File: src/rtl/jtag_pkg.sv
// Shared TAP definitions: controller state encoding, fixed opcodes and the
// IEEE 1149.1 next-state rule.
package jtag_pkg;

    typedef enum logic [3:0] {
        TAP_EXIT2_DR   = 4'h0,
        TAP_EXIT1_DR   = 4'h1,
        TAP_SHIFT_DR   = 4'h2,
        TAP_PAUSE_DR   = 4'h3,
        TAP_SELECT_IR  = 4'h4,
        TAP_UPDATE_DR  = 4'h5,
        TAP_CAPTURE_DR = 4'h6,
        TAP_SELECT_DR  = 4'h7,
        TAP_EXIT2_IR   = 4'h8,
        TAP_EXIT1_IR   = 4'h9,
        TAP_SHIFT_IR   = 4'hA,
        TAP_PAUSE_IR   = 4'hB,
        TAP_IDLE       = 4'hC,
        TAP_UPDATE_IR  = 4'hD,
        TAP_CAPTURE_IR = 4'hE,
        TAP_RESET      = 4'hF
    } tap_state_t;

    // Opcodes are sliced down to the instruction width by the user.
    localparam logic [31:0] OP_BYPASS = '1;
    localparam logic [31:0] OP_IDCODE = 32'd1;

    function automatic tap_state_t tap_next(input tap_state_t s, input logic tms);
        tap_state_t n;
        n = TAP_RESET;
        case (s)
            TAP_RESET:      n = tms ? TAP_RESET     : TAP_IDLE;
            TAP_IDLE:       n = tms ? TAP_SELECT_DR : TAP_IDLE;
            TAP_SELECT_DR:  n = tms ? TAP_SELECT_IR : TAP_CAPTURE_DR;
            TAP_CAPTURE_DR: n = tms ? TAP_EXIT1_DR  : TAP_SHIFT_DR;
            TAP_SHIFT_DR:   n = tms ? TAP_EXIT1_DR  : TAP_SHIFT_DR;
            TAP_EXIT1_DR:   n = tms ? TAP_UPDATE_DR : TAP_PAUSE_DR;
            TAP_PAUSE_DR:   n = tms ? TAP_EXIT2_DR  : TAP_PAUSE_DR;
            TAP_EXIT2_DR:   n = tms ? TAP_UPDATE_DR : TAP_SHIFT_DR;
            TAP_UPDATE_DR:  n = tms ? TAP_SELECT_DR : TAP_IDLE;
            TAP_SELECT_IR:  n = tms ? TAP_RESET     : TAP_CAPTURE_IR;
            TAP_CAPTURE_IR: n = tms ? TAP_EXIT1_IR  : TAP_SHIFT_IR;
            TAP_SHIFT_IR:   n = tms ? TAP_EXIT1_IR  : TAP_SHIFT_IR;
            TAP_EXIT1_IR:   n = tms ? TAP_UPDATE_IR : TAP_PAUSE_IR;
            TAP_PAUSE_IR:   n = tms ? TAP_EXIT2_IR  : TAP_PAUSE_IR;
            TAP_EXIT2_IR:   n = tms ? TAP_UPDATE_IR : TAP_SHIFT_IR;
            TAP_UPDATE_IR:  n = tms ? TAP_SELECT_DR : TAP_IDLE;
            default:        n = TAP_RESET;
        endcase
        return n;
    endfunction

endpackage

File: src/rtl/jtag_tap_fsm.sv
// TAP controller: 16-state machine on rising TCK with registered one-hot
// state flags for the register datapath.
module jtag_tap_fsm
    import jtag_pkg::*;
(
    input  logic tck,
    input  logic trst_n,
    input  logic tms,
    output logic tlr,
    output logic capture_ir,
    output logic shift_ir,
    output logic update_ir,
    output logic capture_dr,
    output logic shift_dr,
    output logic update_dr
);

    tap_state_t state;
    tap_state_t state_nxt;

    assign state_nxt = tap_next(state, tms);

    // Flags are decoded from the next state so they line up with the state register.
    always_ff @(posedge tck or negedge trst_n) begin
        if (!trst_n) begin
            state      <= TAP_RESET;
            tlr        <= 1'b1;
            capture_ir <= 1'b0;
            shift_ir   <= 1'b0;
            update_ir  <= 1'b0;
            capture_dr <= 1'b0;
            shift_dr   <= 1'b0;
            update_dr  <= 1'b0;
        end else begin
            state      <= state_nxt;
            tlr        <= (state_nxt == TAP_RESET);
            capture_ir <= (state_nxt == TAP_CAPTURE_IR);
            shift_ir   <= (state_nxt == TAP_SHIFT_IR);
            update_ir  <= (state_nxt == TAP_UPDATE_IR);
            capture_dr <= (state_nxt == TAP_CAPTURE_DR);
            shift_dr   <= (state_nxt == TAP_SHIFT_DR);
            update_dr  <= (state_nxt == TAP_UPDATE_DR);
        end
    end

endmodule

File: src/rtl/jtag_tap_param.sv
// Parameterised JTAG TAP: instruction register, BYPASS, IDCODE and a bank of
// user data registers with parallel capture and latched update outputs.
module jtag_tap_param
    import jtag_pkg::*;
#(
    parameter int          IR_W       = 4,
    parameter int          NUM_UDR    = 2,
    parameter int          UDR_W      = 16,
    parameter int          USER_BASE  = 8,
    parameter logic [31:0] IDCODE_VAL = 32'h1234_5001
) (
    input  logic                       TCK,
    input  logic                       TRST,
    input  logic                       TMS,
    input  logic                       TDI,
    output logic                       TDO,
    output logic                       TDO_EN,
    input  logic [NUM_UDR*UDR_W-1:0]   udr_capture,
    output logic [NUM_UDR*UDR_W-1:0]   udr_update,
    output logic [NUM_UDR-1:0]         udr_strobe,
    output logic [IR_W-1:0]            ir_value
);

    localparam logic [IR_W-1:0] IR_CAPTURE  = IR_W'(2'b01);
    localparam logic [IR_W-1:0] OP_IDCODE_W = OP_IDCODE[IR_W-1:0];
    localparam logic [IR_W-1:0] OP_BYPASS_W = OP_BYPASS[IR_W-1:0];

    logic tlr, capture_ir, shift_ir, update_ir, capture_dr, shift_dr, update_dr;

    jtag_tap_fsm u_fsm (
        .tck        (TCK),
        .trst_n     (TRST),
        .tms        (TMS),
        .tlr        (tlr),
        .capture_ir (capture_ir),
        .shift_ir   (shift_ir),
        .update_ir  (update_ir),
        .capture_dr (capture_dr),
        .shift_dr   (shift_dr),
        .update_dr  (update_dr)
    );

    logic [IR_W-1:0]    ir_sr;
    logic               bypass_sr;
    logic [31:0]        idcode_sr;
    logic [NUM_UDR-1:0] user_sel;
    logic [NUM_UDR-1:0] user_lsb;
    logic               sel_idcode;
    logic               sel_bypass;
    logic               dr_lsb;

    always_ff @(posedge TCK or negedge TRST) begin
        if (!TRST) begin
            ir_sr <= IR_CAPTURE;
        end else if (capture_ir) begin
            ir_sr <= IR_CAPTURE;
        end else if (shift_ir) begin
            ir_sr <= IR_W'({TDI, ir_sr} >> 1);
        end
    end

    always_ff @(negedge TCK or negedge TRST) begin
        if (!TRST) begin
            ir_value <= OP_IDCODE_W;
        end else if (tlr) begin
            ir_value <= OP_IDCODE_W;
        end else if (update_ir) begin
            ir_value <= ir_sr;
        end
    end

    // Anything that is neither IDCODE nor a user opcode falls back to BYPASS.
    assign sel_idcode = (ir_value == OP_IDCODE_W);
    assign sel_bypass = !sel_idcode && !(|user_sel);

    always_ff @(posedge TCK or negedge TRST) begin
        if (!TRST) begin
            bypass_sr <= 1'b0;
        end else if (sel_bypass) begin
            if (capture_dr) begin
                bypass_sr <= 1'b0;
            end else if (shift_dr) begin
                bypass_sr <= TDI;
            end
        end
    end

    always_ff @(posedge TCK) begin
        if (sel_idcode) begin
            if (capture_dr) begin
                idcode_sr <= IDCODE_VAL;
            end else if (shift_dr) begin
                idcode_sr <= {TDI, idcode_sr[31:1]};
            end
        end
    end

    for (genvar k = 0; k < NUM_UDR; k++) begin : g_udr
        localparam int OP = USER_BASE + k;
        logic [UDR_W-1:0] sr;
        logic [UDR_W-1:0] upd;
        logic             strb;

        // An opcode beyond the IR range, or colliding with a fixed opcode, is never selected.
        if (OP < (1 << IR_W)) begin : g_dec
            assign user_sel[k] = (ir_value == IR_W'(OP)) && (ir_value != OP_BYPASS_W)
                                 && (ir_value != OP_IDCODE_W);
        end else begin : g_nodec
            assign user_sel[k] = 1'b0;
        end

        always_ff @(posedge TCK) begin
            if (user_sel[k]) begin
                if (capture_dr) begin
                    sr <= udr_capture[k*UDR_W +: UDR_W];
                end else if (shift_dr) begin
                    sr <= UDR_W'({TDI, sr} >> 1);
                end
            end
        end

        always_ff @(negedge TCK or negedge TRST) begin
            if (!TRST) begin
                upd  <= '0;
                strb <= 1'b0;
            end else begin
                strb <= update_dr && user_sel[k];
                if (update_dr && user_sel[k]) begin
                    upd <= sr;
                end
            end
        end

        assign udr_update[k*UDR_W +: UDR_W] = upd;
        assign udr_strobe[k]                = strb;
        assign user_lsb[k]                  = sr[0];
    end

    assign dr_lsb = sel_idcode  ? idcode_sr[0] :
                    (|user_sel) ? |(user_sel & user_lsb) :
                                  bypass_sr;

    always_ff @(negedge TCK or negedge TRST) begin
        if (!TRST) begin
            TDO    <= 1'b0;
            TDO_EN <= 1'b0;
        end else if (shift_ir) begin
            TDO    <= ir_sr[0];
            TDO_EN <= 1'b1;
        end else if (shift_dr) begin
            TDO    <= dr_lsb;
            TDO_EN <= 1'b1;
        end else begin
            TDO    <= 1'b0;
            TDO_EN <= 1'b0;
        end
    end

endmodule

File: config.mk
export PLATFORM = sky130hd
export DESIGN_NAME = jtag_tap_param
export DESIGN_NICKNAME = d
export VERILOG_FILES = /design/src/rtl/jtag_pkg.sv /design/src/rtl/jtag_tap_fsm.sv /design/src/rtl/jtag_tap_param.sv
export SDC_FILE = /design/constraint.sdc
export NUM_CORES = 1
export LEC_CHECK = 0
export CELL_PAD_IN_SITES_DETAIL_PLACEMENT = 1
export CELL_PAD_IN_SITES_GLOBAL_PLACEMENT = 1
export CORE_ASPECT_RATIO = 1.75
export CORE_MARGIN = 1.5
export CORE_UTILIZATION = 40
export DETAILED_ROUTE_END_ITERATION = 8
export GPL_TIMING_DRIVEN = 0
export MAX_ROUTING_LAYER = met4
export PLACE_DENSITY_LB_ADDON = 0.1
export SYNTH_ARGS = -nofsm -noshare
export SYNTH_HDL_FRONTEND = slang
export SYNTH_SLANG_ARGS = --single-unit
File: constraint.sdc
create_clock -name TCK -period 4.19 [get_ports TCK]
set_input_delay 0.419 -clock TCK [delete_from_list [all_inputs] [get_ports TCK]]
set_output_delay 0.419 -clock TCK [all_outputs]
set_load 0.005 [all_outputs]
==> metrics.csv <==
stage;metric;value;unit
outcome;status;finished, final reports clean;
grt;grt_max_degree;30;
synthesis;synth_top_area_share;39.9;%
synthesis;ys_seq_area_share;69.1;%
worst_setup_path;cp.required;3.77;ns
grt;grt_use_total;17.9;%
synthesis;synth_common_cells;64 x edfxtp_1, 54 x mux2_2, 39 x dfrtn_1;
worst_setup_path;reg2reg_to;g_udr[1].sr[11];
worst_setup_path;crit_fanout;8;
detailed_routing;wire_per_inst;17.9;microns
grt;antenna_found_initial;0;
synthesis;synth_compound_area_share;2.21;%
synthesis;synthMuxAreaShare;16.7;%
synthesis;syn_area;4820;sq um
worst_setup_path;path_delay_family;flip-flops;
synthesis;yosys.area_share.xor_xnor;0;%
power_and_ir_drop;p_leak;0.00265;uW
synthesis;avgSynthCellArea;15.7;sq um
cells_and_area;design_area;6460;sq um
synthesis;yosys.area_share.adder;0;%
worst_setup_path;path_buf_inv;1;
floorplanning;die_y;148;microns
synthesis;synth-seq-cells;120;
power_and_ir_drop;ir_drop;0.000316;V
worst_setup_path;cp-end-kind;output pin;
worst_setup_path;reg2reg_slack;0.28;ns
detailed_routing;vias;2776;
cells_and_area;syn_to_final_growth;34.1;%
cts;htree_num_levels;4;
grt;overflow;0;
timing;hold_viol_final;0;
synthesis;async_flop_share;46.7;%
cts;cts.path.max_buffers;2;
detailed_routing;drt_iter0_drc;114;
cells_and_area;fin_util;55.5;%
synthesis;synth_top_family_by_area;multiplexers;
cts;numCtsBuffers;17;
worst_setup_path;r2r-start;ir_value[0];
synthesis;syn-num-nets;343;
timing;drv_slew;0;
cts;root_buffer;clkbuf_16;
grt;grt_pass1_wl;16800;microns
detailed_routing;viasPerCell;4.97;
power_and_ir_drop;power_per_cell_area;620;nW/um^2
floorplanning;std_cell_rows;52;
cells_and_area;fillers;1145;
cts;insertion_delay;0.43;ns
cts;numClockSinks;120;
place;gp_congestion;0.743;
detailed_routing;first_pass_iters;4;
place;dp_hpwl;6670;microns
synthesis;synth.most_common_cell;edfxtp_1;
grt;grt_pass1_vias;3194;
worst_setup_path;path_class;reg2out;
worst_setup_path;max_stage_delay;0.62;ns
detailed_routing;wirelength;10000;microns
place;port_buffers;75;
floorplanning;die_x;86.0;microns
cts;clk_pin_slew;0.05;ns
floorplanning;die-area;12700;sq um
worst_setup_path;cpMaxStageDelayCell;dfstp_2;
cells_and_area;drive_gt1_share;32.1;%
synthesis;yosysWarningCount;0;
cts;holdBufCountCts;0;
timing;worst_slew_pin_slew;0.851;ns
synthesis;synthCells;307;
synthesis;synthFlopType;edfxtp_1;
worst_setup_path;crit_chain;clkdlybuf4s50_1;
cells_and_area;antenna_cells;0;
synthesis;yosys.area_share.simple;9.60;%
floorplanning;initial_core_util;41.4;%
worst_setup_path;critPathLaunchType;flop;
flow_run;maxCapViolCount;0;
floorplanning;core;11600;sq um
synthesis;synth_top_cell_by_area;edfxtp_1;
timing;maxSlewHeadroom;43.2;%
floorplanning;num_io_pins;76;
synthesis;synth_edf_count;64;
worst_setup_path;arrival;3.70;ns
timing;rsz0062_at_grt;no;
cells_and_area;layout.nets;447;
place;place_area;5820;sq um
cts;cts_tree;done;
synthesis;synth_cell_types;37;
min_path;hp-class;in2async;
worst_setup_path;reg2reg_depth;2;
synthesis;ys_top_cells_by_area;edfxtp_1 40%, dfrtn_1 20%, mux2_2 13%;
detailed_routing;post-route-drc-count;0;
timing;finalSetupViolCount;0;
detailed_routing;antenna_left;0;
timing;fin_skew;0.0540;ns
cell usage in the layout (no fill, tap or decap), types with 2 or more instances in the layout:
cell type and n:
clkdlybuf4s50_1 74, edfxtp_1 64, mux2_2 54, dfrtn_1 39, nor2b_1 26, clkbuf_16 18, nand2_1 12, buf_4 10
nor2_1 10, dfrtp_1 10, or2_2 9, mux2_4 9, clkbuf_1 7, dfstp_2 7, inv_1 6, mux2i_1 6
nand2b_1 5, buf_2 4, a21oi_1 4, nor3_1 4, buf_6 4, clkinv_4 3, inv_6 3, a211o_1 2
or3_1 2, o21ai_0 2, nor2_2 2, o31ai_1 2, nor3b_1 2, a31oi_1 2, bufinv_16 2, clkinvlp_4 2
clkinv_2 2
routing by layer:
metal	share of wire, %	global-route usage [%]	up-vias
li1	-	-	1313
met1	41	20.3	1394
met2	55	30.5	63
met3	3.4	5.05	6
met4	0.74	5.81	0
met5	0	-	-
report_power, final:
part | leakage (uW) | total (uW) | internal [uW] | switching, uW
combinational | 0.00103 | 868 | 507 | 361
sequential | 0.00132 | 1690 | 1540 | 157
clock | 0.000292 | 1450 | 916 | 531
per-stage QoR:
stage	total power, uW	instances	setup WS (ns)	hold slack, ns	setup TNS [ns]
final	4010	559	0.0710	0.0726	0
after global routing	4210	559	0.0128	0.103	0
after CTS	4040	553	0.00995	0.0754	0
after detailed placement	2570	521	-0.138	0.458	-2.20
after global placement	2520	517	-1.22	0.452	-78.55
after floorplan	2130	307	-0.152	0.123	-6.47
how the worst max path moves through the flow:
stage | startpoint | endpoint | slack (ns) | cells after the start
4_1_cts | ir_value[0] | idcode_sr[1] | 0.01 | 3
3_5_place_dp | ir_value[0] | g_udr[1].sr[8] | -0.14 | 2
3_3_place_gp | TRST | g_udr[0].upd[10] | -1.22 | 1
5_1_grt | ir_value[0] | ir_value[0] | 0.01 | 1
2_1_floorplan | ir_value[0] | idcode_sr[0] | -0.15 | 2
6_report | ir_value[0] | ir_value[0] | 0.07 | 1
final cells by class:
| type | count | area, sq um | share of cell area (%) |
|---|---|---|---|
| Tap cell | 135 | 169 | 2.61 |
| Inverter | 5 | 18.8 | 0.290 |
| Sequential cell | 120 | 3330 | 51.5 |
| Clock inverter | 14 | 145 | 2.25 |
| Clock buffer | 19 | 454 | 7.03 |
| Timing Repair Buffer | 85 | 848 | 13.1 |
| Multi-Input combinational cell | 165 | 1400 | 21.7 |
| Buffer | 16 | 93.8 | 1.45 |
what timing repair did:
item / CTS / global route
pin swaps: 0 / 1
setup buffers: 0 / 6
cloned: 0 / 0
endpoints found under the setup margin: 16 / 22
endpoints found under the hold margin: 0 / 0
gates resized for setup: 1 / 0
registers in the layout, summed over array words and instances, names as in the netlist:
register / cells
u_fsm.update_dr: 1
ir_sr: 4
u_fsm.shift_dr: 1
g_udr.upd: 32
idcode_sr: 32
g_udr.sr: 32
TDO_EN: 1
u_fsm.update_ir: 1
ir_value: 4
bypass_sr: 1
u_fsm.state: 4
TDO: 1
u_fsm.shift_ir: 1
u_fsm.capture_dr: 1
u_fsm.tlr: 1
g_udr.strb: 2
u_fsm.capture_ir: 1
kinds of logic (layout without fill, tap and decap cells):
| group | Yosys count | in the layout |
|---|---|---|
| DFF | 120 | 120 |
| buffers and inverters | 22 | 139 |
| and+or+nand+nor | 80 | 80 |
| AOI/OAI and AO/OA | 16 | 16 |
| muxes | 69 | 69 |
No activity file was read; power rests on OpenSTA's default activity.
